File: src/rtl/dispatch_ctrl_if.sv
// Purpose: fetch/issue/backpressure bundle between fetch, dispatch_ctrl and issue.
// Latency: none; wires only.
// Backpressure: iq_full throttles fetch; rob/rs/lsb_full throttle dispatch.
// Ports: rdy, rollback, if_valid/if_inst/if_pc (fetch side), iq_full,
//        rob_full/rs_full/lsb_full (consumer room flags),
//        inst_valid/inst_to_issue/pc_to_issue (issue side), iq_count (debug).
interface dispatch_ctrl_if #(
    parameter int IQ_LOG = 4
);
    logic              rdy;
    logic              rollback;
    logic              if_valid;
    logic [31:0]       if_inst;
    logic [31:0]       if_pc;
    logic              iq_full;
    logic              rob_full;
    logic              rs_full;
    logic              lsb_full;
    logic              inst_valid;
    logic [31:0]       inst_to_issue;
    logic [31:0]       pc_to_issue;
    logic [IQ_LOG:0]   iq_count;

    // Environment side: fetch, ROB flush and the downstream room flags.
    modport master (
        output rdy, rollback, if_valid, if_inst, if_pc,
        output rob_full, rs_full, lsb_full,
        input  iq_full, inst_valid, inst_to_issue, pc_to_issue, iq_count
    );

    // Dispatch controller side.
    modport slave (
        input  rdy, rollback, if_valid, if_inst, if_pc,
        input  rob_full, rs_full, lsb_full,
        output iq_full, inst_valid, inst_to_issue, pc_to_issue, iq_count
    );
endinterface

File: src/rtl/dispatch_ctrl.sv
// Purpose: in-order instruction queue between fetch and issue; pops head when ROB and RS/LSB have room.
// Latency: instruction accepted at cycle T is dispatchable at T+1 (no bypass); inst_valid is combinational.
// Backpressure: iq_full holds fetch; head stalls (blocking younger entries) on rob_full or RS/LSB full.
// Ports: clk, rst (sync, active-high); bus (dispatch_ctrl_if.slave) carries
//        rdy/rollback, fetch push, consumer full flags, issue outputs and iq_count.
module dispatch_ctrl #(
    parameter int IQ_LOG = 4
) (
    input  logic                 clk,
    input  logic                 rst,
    dispatch_ctrl_if.slave       bus
);
    localparam int unsigned    DEPTH    = 1 << IQ_LOG;
    localparam logic [IQ_LOG:0] FULL_CNT = (IQ_LOG + 1)'(DEPTH);
    localparam logic [6:0]     OP_LOAD  = 7'b0000011;
    localparam logic [6:0]     OP_STORE = 7'b0100011;

    typedef struct packed {
        logic [31:0] inst;
        logic [31:0] pc;
    } entry_t;

    entry_t              mem_q [DEPTH];
    logic [IQ_LOG-1:0]   head_q, head_d;
    logic [IQ_LOG-1:0]   tail_q, tail_d;
    logic [IQ_LOG:0]     count_q, count_d;

    logic   empty;
    logic   full;
    logic   is_mem;
    logic   target_ok;
    logic   pop;
    logic   push;
    entry_t head_ent;

    assign head_ent  = mem_q[head_q];
    assign empty     = (count_q == '0);
    assign full      = (count_q == FULL_CNT);

    // Loads and stores go to the LSB, everything else to the RS; ROB always.
    assign is_mem    = (head_ent.inst[6:0] == OP_LOAD) || (head_ent.inst[6:0] == OP_STORE);
    assign target_ok = !bus.rob_full && (is_mem ? !bus.lsb_full : !bus.rs_full);

    // Full is judged on registered count only: a pop never frees a slot for
    // a push in the same cycle, keeping iq_full free of consumer-flag paths.
    assign pop  = bus.rdy && !rst && !bus.rollback && !empty && target_ok;
    assign push = bus.rdy && !rst && !bus.rollback && bus.if_valid && !full;

    assign bus.iq_full       = full;
    assign bus.inst_valid    = pop;
    assign bus.inst_to_issue = head_ent.inst;
    assign bus.pc_to_issue   = head_ent.pc;
    assign bus.iq_count      = count_q;

    always_comb begin
        head_d  = head_q;
        tail_d  = tail_q;
        count_d = count_q;
        if (bus.rdy) begin
            if (bus.rollback) begin
                head_d  = '0;
                tail_d  = '0;
                count_d = '0;
            end else begin
                if (pop) begin
                    head_d = head_q + IQ_LOG'(1);
                end
                if (push) begin
                    tail_d = tail_q + IQ_LOG'(1);
                end
                count_d = count_q + (IQ_LOG + 1)'(push) - (IQ_LOG + 1)'(pop);
            end
        end
    end

    always_ff @(posedge clk) begin
        if (rst) begin
            head_q  <= '0;
            tail_q  <= '0;
            count_q <= '0;
        end else begin
            head_q  <= head_d;
            tail_q  <= tail_d;
            count_q <= count_d;
        end
    end

    // Storage has no reset; validity is tracked by count alone.
    always_ff @(posedge clk) begin
        if (push) begin
            mem_q[tail_q] <= '{inst: bus.if_inst, pc: bus.if_pc};
        end
    end
endmodule

File: src/flat_wrapper.sv
// flat-port wrapper written by rule: the top's interface ports become plain ports
module dispatch_ctrl_flat 
#(
    parameter int IQ_LOG = 4
)
  (clk, rst, bus_rdy, bus_rollback, bus_if_valid, bus_if_inst, bus_if_pc, bus_rob_full, bus_rs_full, bus_lsb_full, bus_iq_full, bus_inst_valid, bus_inst_to_issue, bus_pc_to_issue, bus_iq_count);
  dispatch_ctrl_if #(.IQ_LOG(IQ_LOG)) bus_i ();
  input  logic clk;
  input  logic rst;
  input wire logic [$bits(bus_i.rdy)-1:0] bus_rdy;
  input wire logic [$bits(bus_i.rollback)-1:0] bus_rollback;
  input wire logic [$bits(bus_i.if_valid)-1:0] bus_if_valid;
  input wire logic [$bits(bus_i.if_inst)-1:0] bus_if_inst;
  input wire logic [$bits(bus_i.if_pc)-1:0] bus_if_pc;
  input wire logic [$bits(bus_i.rob_full)-1:0] bus_rob_full;
  input wire logic [$bits(bus_i.rs_full)-1:0] bus_rs_full;
  input wire logic [$bits(bus_i.lsb_full)-1:0] bus_lsb_full;
  output wire logic [$bits(bus_i.iq_full)-1:0] bus_iq_full;
  output wire logic [$bits(bus_i.inst_valid)-1:0] bus_inst_valid;
  output wire logic [$bits(bus_i.inst_to_issue)-1:0] bus_inst_to_issue;
  output wire logic [$bits(bus_i.pc_to_issue)-1:0] bus_pc_to_issue;
  output wire logic [$bits(bus_i.iq_count)-1:0] bus_iq_count;
  assign bus_i.rdy = bus_rdy;
  assign bus_i.rollback = bus_rollback;
  assign bus_i.if_valid = bus_if_valid;
  assign bus_i.if_inst = bus_if_inst;
  assign bus_i.if_pc = bus_if_pc;
  assign bus_i.rob_full = bus_rob_full;
  assign bus_i.rs_full = bus_rs_full;
  assign bus_i.lsb_full = bus_lsb_full;
  assign bus_iq_full = bus_i.iq_full;
  assign bus_inst_valid = bus_i.inst_valid;
  assign bus_inst_to_issue = bus_i.inst_to_issue;
  assign bus_pc_to_issue = bus_i.pc_to_issue;
  assign bus_iq_count = bus_i.iq_count;
  dispatch_ctrl #(.IQ_LOG(IQ_LOG)) u_core (.clk(clk), .rst(rst), .bus(bus_i));
endmodule
File: config.mk
export PLATFORM = sky130hd
export DESIGN_NAME = dispatch_ctrl_flat
export DESIGN_NICKNAME = d
export VERILOG_FILES = /design/src/rtl/dispatch_ctrl_if.sv /design/src/rtl/dispatch_ctrl.sv /design/src/flat_wrapper.sv
export SDC_FILE = /design/constraint.sdc
export NUM_CORES = 1
export LEC_CHECK = 0
export ABC_AREA = 1
export CAP_MARGIN = 5
export CORE_MARGIN = 1.5
export CORE_UTILIZATION = 30
export DETAILED_ROUTE_END_ITERATION = 10
export PLACE_DENSITY = 0.45
export REMOVE_ABC_BUFFERS = 1
export SLEW_MARGIN = 20
export SYNTH_ARGS = -nofsm -noshare
export SYNTH_HDL_FRONTEND = slang
export SYNTH_SLANG_ARGS = --single-unit
export TNS_END_PERCENT = 10
File: constraint.sdc
create_clock -name clk -period 4.6 [get_ports clk]
set_input_delay 0.92 -clock clk [delete_from_list [all_inputs] [get_ports clk]]
set_output_delay 0.92 -clock clk [all_outputs]
set_load 0.02 [all_outputs]
Yosys cells after proc, flatten, opt, wreduce, memory -nomap -nowiden
Memory sizes are Yosys's and may differ from the RTL's. A register that Yosys moved wholly into a read port is not among the register bits.
Index checks and enable logic that the tools add are counted.
- add/subtract/negate cells: 4
- equal/unequal tests: 3
- reduce and logical (&&, ||, !) cells: 20
- multiplexer cells: 10
- operators with widths (operator ; count):
    2-to-1 mux 4 bit ; 6
    adder 4 x 1 -> 4 bit (second input constant) ; 2
    == test 7 x 2 -> 1 bit (second input constant) ; 1
    == test 7 x 6 -> 1 bit (second input constant) ; 1
    logical AND 1 bit ; 7
    logical NOT 1 bit ; 7
    adder 5 x 1 -> 5 bit ; 1
    == test 5 bit (second input constant) ; 1
    logical NOT 5 bit ; 1
    2-to-1 mux 5 bit ; 1
    subtractor 5 x 1 -> 5 bit ; 1
    AND reduction 2 bit ; 2
    nonzero test 2 bit ; 2
    2-to-1 mux 1 bit ; 3
    logical OR 1 bit ; 1
- bits of input ports: 72
- word-level logic and storage cells: 41
- memory bits (writable): 1024
- output and inout port bits: 71
- memories: 1
- register bits after elaboration: 13
- memory list (name ; words ; bits a word ; rd ports ; clocked after memory_dff ; write ports ; RTL line ; text):
    u_core.mem_q ; 16 ; 64 ; 1 ; 1 ; 1 ; dispatch_ctrl.sv:23 ; entry_t mem_q [DEPTH];

Logic depth before layout (Yosys ltp)
- depth in word-level cells: 9
- gate-level depth with buffers: 26
- gate-level depth less buffers: 24

Least setup slack after synthesis
OpenSTA, ideal clock, no wires.
- kind: input to register
- from: input port bus_rdy
- to: memory u_core.mem_q[0][0] (netlist name) (enable)
- setup slack: -0.153 ns
- path buffers: 0
- library setup time: 0.486 ns
- data required time: 4.114 ns
- arrival time: 4.267 ns
- stages on the path: 8
- cells stage by stage: inv_1 -> nor2_1 -> nand2_1 -> inv_1 -> nand2_1 -> nor2_4 -> nand2_1 -> nor2_1
- cells in the longest elaborated chain, start to end: 6
- RTL lines (what ; RTL line ; text):
    start: declaration ; flat_wrapper.sv:10 ; input wire logic [$bits(bus_i.rdy)-1:0] bus_rdy;
    logical AND 1 bit (4 in a row) ; dispatch_ctrl.sv:47 ; assign push = bus.rdy && !rst && !bus.rollback && bus.if_valid && !full;
    2-to-1 mux 1 bit ; dispatch_ctrl.sv:90 ; if (push) begin
    2-to-1 mux 1 bit (not written as such) ; dispatch_ctrl.sv:91 ; mem_q[tail_q] <= '{inst: bus.if_inst, pc: bus.if_pc};
    end: declaration ; dispatch_ctrl.sv:23 ;
No other way between the ends.

==> results.ini <==
[placed_design]
gp_congestion = 0.704
place_ws_ps = 339
dp_hpwl_um = 54300
dpl_cell_area_um2 = 44400
dp_cells = 4738
port_buffers = 142

[logic_synthesis]
syn_avg_cell_area_um2 = 13.6
synth_top_area_share_pct = 75.6
ys_top_cells_by_area = edfxtp_1 (76%), o21ai_0 (5.8%), o221ai_1 (4.6%), nor2_1 (4.6%), nand3_1 (2.1%)
synth-edff-count = 1024
synthCells = 2979
synth_flop_cell = edfxtp_1
async_flop_share_pct = 0
yosysSeqAreaShare_pct = 76.5
synth_cell_types = 33
synthesis.area_um2 = 40600
synth-seq-cells = 1041
synth.largest_area_cell = edfxtp_1
yosys_warnings = 0

[job]
maxCapViolations = 0

[setup_path]
cp.depth = 7
r2r-end = u_core.bus.iq_count[4]$_SDFFE_PP0P_
cp-end-kind = output port
arrival_ps = 3470
worstPathRequired_ps = 3680
crit_path_end = bus_inst_to_issue[25]
path_delay_family = buffers and inverters
startpoint_type = flip-flop
crit_fanout = 96
crit_path_cell_trace = buf_16 > buf_12 > o21ai_0 > o221ai_1 > nand3_1 > nand2_1 > clkdlybuf4s50_1
regToRegSetupSlack_ps = 960
max_stage_delay_ps = 670
crit_path_top_delay_cell = clkdlybuf4s50_1
path_buf_inv = 3
r2r.worst_path.cells = 22
critical_path_class = reg -> out

[clock_network]
clk_pin_slew_ps = 50
cts_buffers = 112
clkSinkCount = 1041
root_buffer = clkbuf_16
h-tree-depth = 3
cts_setup_buffers = 0
cts_tree = yes
cts_max_path_buffers = 3
insertion_delay_ps = 700

[route]
wl_per_cell_um = 23.7
firstDrtPassIters = 5
dr_total_vias = 25000
drc_errors = 0
routed_wl_um = 117000
vias_per_cell = 5.07
drtIter0Drc = 2274
ant_nets = 0

[floorplanning]
die-area_um2 = 138000
rows = 134
ios = 143
design.core.area_um2 = 134000
start_util_pct = 30.3
die_w_um = 371
die_h_um = 371

[grt]
globalRouteMet3Util_pct = 2.77
grt-ovfl-total = 0
first_global_vias = 24400
grt_max_degree = 201
antenna_found_initial = 8
grt_pass1_wl_um = 168000
met2_usage_pct = 25.7
grtUsageTotal_pct = 16.5
met1_usage_pct = 24.0
grt_busiest_layer = met2

[pwr]
intPower_w = 0.0154
p_switching_w = 0.00413
p_per_area_nw_per_um2 = 408
p_seq_share_pct = 53.4
p_leak_nw = 15.4
ir_drop_uv = 294
p_comb_share_pct = 3.5
switching_share_pct = 21.1
clkPwrFrac_pct = 43.1

[worst_hold_path]
hold_class = reg -> reg

[sta]
tightest_slew_ps = 757
relSlewSlack_pct = 49.5
rsz0062_at_grt = false
layout_min_cycle_time_ps = 4390
clock_skew_ps = 22.6
fin_crit_sh_pct = 95.5
worst_slack_ps = 207
timing.fmax_mhz = 228
setup_viol = 0
hold_viol = 0
slew_viol_final = 0

[cells_and_area]
multiInputGateArea_um2 = 8460
n_antenna_cell = 0
nNetsFinal = 3171
final_area_um2 = 47900
stdcell_count = 4945
ff_latch_area_um2 = 31100
fillers = 12800
syn_to_final_growth_pct = 17.9
layout-drive-gt1-share_pct = 7.49

[status]
status = complete, no violations

repair_timing:
item / in CTS / in global routing
hold buffers: 0 / 0
gates cloned: 0 / 3
setup endpoints to repair: 5 / 36
gates resized for setup: 0 / 9
cell usage in the layout (no fill, tap or decap), types with 2 or more instances in the layout:
cell | netlist | layout
a21oi_1 | 8 | 8
buf_12 | 0 | 27
buf_16 | 0 | 5
buf_4 | 5 | 24
buf_6 | 6 | 3
bufinv_16 | 0 | 5
clkbuf_1 | 155 | 25
clkbuf_16 | 0 | 116
clkdlybuf4s50_1 | 0 | 142
clkinv_1 | 1 | 36
clkinv_2 | 0 | 17
clkinv_8 | 0 | 2
clkinvlp_4 | 0 | 3
dfxtp_1 | 17 | 13
dfxtp_4 | 0 | 4
edfxtp_1 | 1024 | 1024
ha_1 | 11 | 11
inv_1 | 82 | 81
inv_16 | 0 | 2
inv_6 | 1 | 4
nand2_1 | 217 | 216
nand2_2 | 2 | 3
nand3_1 | 167 | 167
nand4_1 | 2 | 2
nor2_1 | 493 | 477
nor2_4 | 1 | 17
o211ai_1 | 21 | 21
o21ai_0 | 469 | 469
o21ai_1 | 3 | 3
o221ai_1 | 212 | 212
o22ai_1 | 24 | 24
xor2_1 | 3 | 3
cell usage after synthesis, types with 8 or more instances:
| library cell | n |
|---|---|
| nor2_1 | 493 |
| o22ai_1 | 24 |
| clkbuf_1 | 155 |
| o211ai_1 | 21 |
| buf_2 | 30 |
| edfxtp_1 | 1024 |
| nand2_1 | 217 |
| dfxtp_1 | 17 |
| o21ai_0 | 469 |
| inv_1 | 82 |
| a21oi_1 | 8 |
| o221ai_1 | 212 |
| nand3_1 | 167 |
| ha_1 | 11 |
| buf_1 | 14 |
power groups by stage:
stage               clock network, W  registers (W)  logic [W]
floorplan                          0         0.0107   0.000227
global placement                   0         0.0106   0.000700
detailed placement                 0         0.0106   0.000698
CTS                          0.00864         0.0104   0.000700
global route                 0.00900         0.0104   0.000738
finish                       0.00842         0.0104   0.000684
layout make-up:
class                      count  area share [%]
sequential                  1041            64.9
multi-input combinational   1641            17.7
clock buffer                 138            6.10
timing repair buffer         204            4.99
tap                         1768            4.62
clock inverter                66           0.977
inverter                      87           0.747
kinds of logic (layout without fill, tap and decap cells):
kind of cell	count (synthesis)	after routing	share of synthesized area, %
flip-flops	1041	1041	76.5
AND/OR/NAND/NOR	886	886	8.77
AO/OA/AOI/OAI	739	739	11.3
buffers and inverters	297	495	3.00
adder cells (fa/ha/maj)	12	12	0.388
XOR/XNOR	4	4	0.0862
worst reg2reg max path: stages (launching register included):
cell and delay (ps):
dfxtp_4 460, inv_16 270, buf_6 370, nand2_1 80, nand3_1 70, nand3_1 80
nand3_1 120, nand2_2 90, nor2_1 140, nand4_1 130, nand3_2 150, clkinv_1 120
ha_1 280, inv_1 50, ha_1 160, inv_1 60, fa_1 420, inv_1 70
a21oi_1 60, nor2_1 80, nor2_1 50, xor2_1 130, o22ai_1 80
state kept, by name (all words and copies together) (netlist names), named ones only:
| register | flops |
|---|---|
| u_core.bus.iq_count | 5 |
| u_core.head_q | 4 |
| u_core.mem_q | 1024 |
| u_core.tail_q | 4 |
metrics by stage:
| stage | hold WS (ps) | setup TNS [ps] | util [%] | power (W) |
|---|---|---|---|---|
| 3_3_place_gp | 520 | 0 | 33.1 | 0.0113 |
| 3_5_place_dp | 516 | 0 | 33.1 | 0.0113 |
| 6_report | 526 | 0 | 35.8 | 0.0196 |
| 4_1_cts | 523 | -64.6 | 35.7 | 0.0198 |
| 5_1_grt | 542 | 0 | 35.8 | 0.0202 |
| 2_1_floorplan | 463 | -942000 | - | 0.0109 |
metal layers:
| layer | wire length (µm) | part of all wire (%) | vias to the layer above |
|---|---|---|---|
| met5 | 55 | 0.047 | - |
| met4 | 2090 | 1.8 | 8 |
| met3 | 5670 | 4.8 | 134 |
| met2 | 53500 | 46 | 592 |
| met1 | 55800 | 48 | 12900 |
| li1 | - | - | 11400 |
worst min-delay path by stage:
stage | endpoint | slack, ps | start | cells after the start
after global routing | u_core.tail_q[1]$_SDFFE_PP0P_ | 540 | u_core.tail_q[1]$_SDFFE_PP0P_ | 2
final | u_core.tail_q[1]$_SDFFE_PP0P_ | 530 | u_core.tail_q[1]$_SDFFE_PP0P_ | 2
after floorplan | flip-flop | 460 | u_core.head_q[1]$_SDFFE_PP0P_ | 2
after global placement | u_core.tail_q[1]$_SDFFE_PP0P_ | 520 | u_core.tail_q[1]$_SDFFE_PP0P_ | 2
after detailed placement | u_core.tail_q[1]$_SDFFE_PP0P_ | 520 | u_core.tail_q[1]$_SDFFE_PP0P_ | 2
after CTS | u_core.tail_q[1]$_SDFFE_PP0P_ | 520 | u_core.tail_q[1]$_SDFFE_PP0P_ | 2
Power figures use the tool's default switching activity.
